<file path="config.mk">
export PLATFORM = sky130hd
export DESIGN_NAME = gb_timer_cgb
export DESIGN_NICKNAME = d
export VERILOG_FILES = /design/src/rtl/gb_timer_pkg.sv /design/src/rtl/gb_timer_edge.sv /design/src/rtl/gb_timer_cgb.sv
export SDC_FILE = /design/constraint.sdc
export NUM_CORES = 1
export LEC_CHECK = 0
export ABC_AREA = 1
export CAP_MARGIN = 20
export CORE_MARGIN = 10
export CORE_UTILIZATION = 56
export CTS_BUF_LIST = sky130_fd_sc_hd__clkbuf_4 sky130_fd_sc_hd__clkbuf_8 sky130_fd_sc_hd__clkbuf_16
export CTS_CLUSTER_DIAMETER = 60
export DETAILED_ROUTE_END_ITERATION = 10
export MAX_ROUTING_LAYER = met4
export PLACE_DENSITY = 0.81
export SETUP_SLACK_MARGIN = 0.5
export SYNTH_ARGS = -nofsm -noshare
export SYNTH_HDL_FRONTEND = slang
export SYNTH_SLANG_ARGS = --single-unit
</file>
<file path="constraint.sdc">
create_clock -name clk -period 2.15 [get_ports clk]
set_input_delay 0.3225 -clock clk [delete_from_list [all_inputs] [get_ports clk]]
set_output_delay 0.3225 -clock clk [all_outputs]
set_load 0.05 [all_outputs]
</file>
<file path="src/rtl/gb_timer_pkg.sv">
// Shared definitions for the GameBoy DIV/TIMA/TMA/TAC timer and the CGB KEY1 register.
package gb_timer_pkg;

    localparam logic [15:0] ADDR_DIV  = 16'hFF04;
    localparam logic [15:0] ADDR_TIMA = 16'hFF05;
    localparam logic [15:0] ADDR_TMA  = 16'hFF06;
    localparam logic [15:0] ADDR_TAC  = 16'hFF07;
    localparam logic [15:0] ADDR_KEY1 = 16'hFF4D;

    typedef enum logic [1:0] {
        IDLE,
        OVF,
        RELOAD
    } tima_state_e;

    // System counter bit watched by TIMA for each TAC frequency setting.
    function automatic logic [2:0] tac_tap(input logic [1:0] freq);
        logic [2:0] tap;
        case (freq)
            2'b00:   tap = 3'd7;
            2'b01:   tap = 3'd1;
            2'b10:   tap = 3'd3;
            default: tap = 3'd5;
        endcase
        return tap;
    endfunction

endpackage

</file>
<file path="src/rtl/gb_timer_edge.sv">
// Registered falling-edge detector; while hold is high the history flop freezes
// and no edge is reported.
module gb_timer_edge (
    input  logic clk,
    input  logic reset,
    input  logic d,
    input  logic hold,
    output logic fall
);

    logic prev;

    always_ff @(posedge clk or posedge reset) begin
        if (reset) begin
            prev <= 1'b0;
        end else if (!hold) begin
            prev <= d;
        end
    end

    assign fall = prev & ~d & ~hold;

endmodule

</file>
<file path="src/rtl/gb_timer_cgb.sv">
// DIV/TIMA/TMA/TAC timer with the one-M-cycle overflow/reload window, plus the
// CGB KEY1 speed switch that fires on the STOP rising edge.
module gb_timer_cgb
    import gb_timer_pkg::*;
#(
    parameter int CNT_W    = 14,
    parameter bit CGB_MODE = 1'b1
) (
    input  logic        clk,
    input  logic        reset,
    input  logic [7:0]  data_i,
    input  logic [15:0] addr,
    input  logic        wren,
    input  logic        stop_i,
    output logic [7:0]  data_o,
    output logic        irq_timer,
    output logic        double_speed
);

    localparam logic [CNT_W-1:0] CNT_ONE = 1;

    logic [CNT_W-1:0] cnt;
    logic [7:0]       tima;
    logic [7:0]       tma;
    logic [2:0]       tac;
    logic             prepare;
    logic             speed;
    logic             irq;
    tima_state_e      state;

    logic       wr_div, wr_tima, wr_tma, wr_tac, wr_key1;
    logic [7:0] tap_bits;
    logic       tick_in, inc;
    logic       stop_n, stop_rise, speed_switch;

    assign wr_div  = wren && (addr == ADDR_DIV);
    assign wr_tima = wren && (addr == ADDR_TIMA);
    assign wr_tma  = wren && (addr == ADDR_TMA);
    assign wr_tac  = wren && (addr == ADDR_TAC);
    assign wr_key1 = wren && (addr == ADDR_KEY1);

    assign tap_bits = cnt[7:0];
    assign tick_in  = tap_bits[tac_tap(tac[1:0])] & tac[2];

    // TIMA history freezes with the counter so leaving STOP cannot fake an edge.
    gb_timer_edge u_tick_edge (
        .clk   (clk),
        .reset (reset),
        .d     (tick_in),
        .hold  (stop_i),
        .fall  (inc)
    );

    // A falling edge of the inverted level is the STOP entry edge.
    assign stop_n = ~stop_i;

    gb_timer_edge u_stop_edge (
        .clk   (clk),
        .reset (reset),
        .d     (stop_n),
        .hold  (1'b0),
        .fall  (stop_rise)
    );

    assign speed_switch = CGB_MODE && stop_rise && prepare;

    always_ff @(posedge clk or posedge reset) begin
        if (reset) begin
            cnt <= '0;
        end else if (wr_div || speed_switch) begin
            cnt <= '0;
        end else if (!stop_i) begin
            cnt <= cnt + CNT_ONE;
        end
    end

    always_ff @(posedge clk or posedge reset) begin
        if (reset) begin
            tma <= 8'h00;
            tac <= 3'b000;
        end else begin
            if (wr_tma) tma <= data_i;
            if (wr_tac) tac <= data_i[2:0];
        end
    end

    always_ff @(posedge clk or posedge reset) begin
        if (reset) begin
            prepare <= 1'b0;
            speed   <= 1'b0;
        end else if (speed_switch) begin
            speed   <= ~speed;
            prepare <= 1'b0;
        end else if (CGB_MODE && wr_key1) begin
            prepare <= data_i[0];
        end
    end

    // TIMA reload FSM. The TMA value lands in TIMA on the edge leaving OVF, so the
    // RELOAD cycle is the one where TIMA already shows TMA and irq is high.
    always_ff @(posedge clk or posedge reset) begin
        if (reset) begin
            state <= IDLE;
            tima  <= 8'h00;
            irq   <= 1'b0;
        end else begin
            irq <= 1'b0;
            case (state)
                IDLE: begin
                    if (wr_tima) begin
                        tima <= data_i;
                    end else if (inc) begin
                        if (tima == 8'hFF) begin
                            tima  <= 8'h00;
                            state <= OVF;
                        end else begin
                            tima <= tima + 8'd1;
                        end
                    end
                end
                OVF: begin
                    if (wr_tima) begin
                        tima  <= data_i;
                        state <= IDLE;
                    end else begin
                        tima  <= wr_tma ? data_i : tma;
                        irq   <= 1'b1;
                        state <= RELOAD;
                    end
                end
                RELOAD: begin
                    if (wr_tma) tima <= data_i;
                    state <= IDLE;
                end
                default: state <= IDLE;
            endcase
        end
    end

    always_comb begin
        data_o = 8'hFF;
        case (addr)
            ADDR_DIV:  data_o = cnt[CNT_W-1 -: 8];
            ADDR_TIMA: data_o = tima;
            ADDR_TMA:  data_o = tma;
            ADDR_TAC:  data_o = {5'h1F, tac};
            ADDR_KEY1: data_o = CGB_MODE ? {speed, 6'h3F, prepare} : 8'hFF;
            default:   data_o = 8'hFF;
        endcase
    end

    assign irq_timer    = irq;
    assign double_speed = speed;

endmodule

</file>
==> results of run 1 <==
==> worst paths after layout <==
| check | end | slack (ns) | cells past startpoint |
|---|---|---|---|
| min in group clk | double_speed$_DFFE_PP0P_ | 0.53 | 1 |
| max in group asynchronous | cnt[11]$_DFFE_PP0P_ | 1.36 | 3 |
| setup reg to reg | tima[2]$_DFFE_PP0P_ | 0.51 | 7 |
| setup / recovery | data_o[0] | 0.23 | 9 |
| hold / removal | cnt[0]$_DFFE_PP0P_ | 0.44 | 3 |
| hold reg to reg | double_speed$_DFFE_PP0P_ | 0.53 | 1 |
==> layout by cell type, fill, tap and decap left out, types with 3 or more instances in the layout <==
cell type	netlist	layout
nand2_1	125	110
dfrtp_1	40	40
inv_1	44	38
nor2_1	51	34
buf_4	1	30
nand3_1	34	28
buf_6	2	20
a21oi_1	23	19
nor2_4	4	14
nand2_2	3	11
nor2_2	3	10
nand4_1	10	10
clkdlybuf4s50_1	0	10
xor2_1	9	9
nand3_2	1	9
and2_1	8	8
buf_12	0	7
nand2_4	1	6
o21ai_0	7	5
clkbuf_8	0	5
nor3_1	4	4
o22ai_1	4	4
a21oi_2	0	4
inv_2	2	3
inv_6	0	3
o21ai_1	2	3
ha_1	6	3
==> power breakdown <==
group	internal, mW	leakage, nW	switching (mW)
clock	0.350	0.0548	0.302
combinational	0.268	1.42	0.324
sequential	0.855	0.480	0.131
total	1.47	1.95	0.757
==> cell usage after synthesis, types with 3 or more instances <==
cell type,number,area share
nand4_1,10,0.022
ha_1,6,0.027
o21ai_0,7,0.012
xor2_1,9,0.028
inv_1,44,0.058
nor2_1,51,0.068
nand3_1,34,0.060
a21oi_1,23,0.041
nor2_2,3,0.0066
nor3_1,4,0.0071
clkbuf_1,4,0.0053
nand2_1,125,0.17
nand2_2,3,0.0066
and2_1,8,0.018
nor2_4,4,0.016
clkinv_2,3,0.0053
dfrtp_1,40,0.35
o22ai_1,4,0.0088
==> sequential cells by signal (all words and copies together), names as in the netlist <==
register and flops:
irq_timer 1, u_tick_edge.prev 1, cnt 14, prepare 1, state 2, tac 3, double_speed 1, tima 8
tma 8, u_stop_edge.prev 1
==> cell type report <==
class                           instances  area, µm²
Multi-Input combinational cell        316       1881
Sequential cell                        40       1001
Fill cell                             308      777.0
Timing Repair Buffer                   71      735.7
Inverter                               49      214.0
Tap cell                               67      83.83
Clock buffer                            5      68.82
Clock inverter                          3      46.29
Timing Repair inverter                  2      10.01
==> through the flow <==
step	total power [mW]	TNS, ns
3_3_place_gp	1.424	-0.7061
5_1_grt	2.351	0
4_1_cts	2.148	0
2_1_floorplan	1.278	0
6_report	2.229	0
3_5_place_dp	1.444	-1.927
==> per-layer routing <==
metal,GRT usage,vias up
li1,-,1464
met1,0.2394,1486
met2,0.3610,198
met3,0.02634,44
met4,0.06527,0
met5,-,-
==> cells by family (layout without fill, tap and decap cells) <==
family          count (synthesis)  after routing  share of synthesized area
flops                          40             40                     0.3538
buf+inv                        59            130                    0.08713
simple gates                  254            256                     0.4109
xor+xnor                       10             10                    0.03096
compound gates                 44             44                    0.09067
fa+ha+maj                       6              6                    0.02654
==> repair_timing <==
item / 4_1_cts / 5_1_grt
resized for setup: 124 / 29
endpoints found under the setup margin: 40 / 20
buffers inserted: 6 / 9
gates cloned: 0 / 4
pin swaps: 29 / 12
==> worst reg2reg max path, cell delays in order (launching register included) <==
cell        delay [ns]
dfrtp_1           0.38
inv_1             0.10
ha_4              0.36
clkinvlp_2        0.27
a21oi_1           0.23
nand2_1           0.09
nand2_1           0.06
nand2_1           0.05
==> run_results.csv, run 1 <==
group,metric,value,unit
run,drv_cap,0,
place,place_inst,526,
critical_path,path_buf_inv,2,
sta,fin_hold_ws,0.4432,ns
cts,htreeDepth,2,
worst_hold_path,min_path_type,"primary input to asynchronous set/reset pin",
die,die_w,91.08,µm
cts,cts.sinks,40,
synthesis,synth.distinct_cells,40,
grt,grt_pass1_wl,14010,µm
grt,grt_overflow,0,
cells_and_area,drive_gt1_frac,0.3045,
sta,setup_ws,0.2335,ns
critical_path,arrival,1.59,ns
die,core-area,0.004817,mm²
place,dp_hpwl,5677,µm
die,die_h,91.08,µm
place,finalWeightedCongestion,0.8803,
cells_and_area,area_delta_synth_final,42.81,%
cts,root_buffer,"clkbuf_8",
grt,grt_usage,0.2064,
synthesis,seq_area_frac_synth,0.3538,
sta,setup_viol,0,
critical_path,max_stage_delay,0.23,ns
sta,finalMaxSlewViolations,0,
critical_path,regToRegStartpoint,"state[1]$_DFFE_PP0P_",
die,dieArea,0.008295,mm²
synthesis,avgSynthCellArea,6.850,µm²
cells_and_area,insertedDiodeCount,0,
synthesis,synth_flop_cell,"dfrtp_1",
sta,hold_violations,0,
cells_and_area,finalCoreUtilization,0.8387,
critical_path,path_class,"primary input to output pin",
critical_path,crit_path_start,"addr[10]",
cts,cts_made_buffers,5,
critical_path,crit_slowest_cell,"nor3_4",
cts,path_clk_slew,0.08,ns
cells_and_area,fin_cells,553,
routing,top_layer,"met4",
routing,dr_total_vias,3192,
die,ios,38,
power_and_ir_drop,power_density,551.8,mW/mm²
die,start_util,0.5873,
synthesis,ys_seq_elements,40,
grt,grt_start_max_net_pins,41,
synthesis,syn-num-nets,447,
critical_path,crit_family,"simple AND/OR/NAND/NOR gates",
synthesis,syn_inst,413,
grt,antenna_found_initial,0,
routing,met3_length,654,µm
routing,met1_length,3726,µm
sta,period_minus_slack,1.917,ns
critical_path,crit_chain,"buf_6, nand2_4, nor2_4, nand2_4, nor3_4, nor2_2, nand4_1, nand4_1, buf_12",
sta,grt_setup_unrepaired,"yes",
critical_path,crit_path_start_kind,"primary input",
cells_and_area,design_area,0.004040,mm²
place,place_area,0.003483,mm²
grt,grt_pass1_vias,2991,
cts,holdBufCountCts,0,
power_and_ir_drop,leakagePower,1.951,nW
synthesis,async_flop_share,1.000,
critical_path,cp.required,1.83,ns
routing,drt-initial-drc-count,368,
die,rows,25,
routing,postRouteAntennaNets,0,
sta,min_period_over_period,0.8914,
sta,maxSlewHeadroom,0.6569,
place,portBuffers,37,
critical_path,crit_path_end_kind,"output pin",
place,post-place-ws,-0.1953,ns
synthesis,yosys_warnings,0,
routing,totalWireLength,9388,µm
outcome,status,"finished clean",
cts,cts_buffer_depth,2,
cts,cts_tree,"built",
cts,clk_latency,0.30,ns
synthesis,synth_enable_flop_cells,0,
routing,wl_per_cell,16.98,µm
cells_and_area,nets,519,
sta,clock_skew,0.003395,ns
sta,worst_slew_pin_slew,0.5147,ns
sta,max_freq,521.8,MHz
synthesis,synth_area,0.002829,mm²
power_and_ir_drop,ir_worst_vdd,0.5679,mV
critical_path,path_max_fanout,5,
routing,drc,0,
routing,first_pass_iters,5,
routing,via_per_inst,5.772,
routing,wl_met2,4644,µm
Note: power is estimated with default switching activity, not from simulation.
==> run 2: changes to the inputs <==
ABC_CLOCK_PERIOD_IN_PS = 2150   (was default)
==> results of run 2 <==
The final DEF is identical to that of run 1; final timing and power are the same.
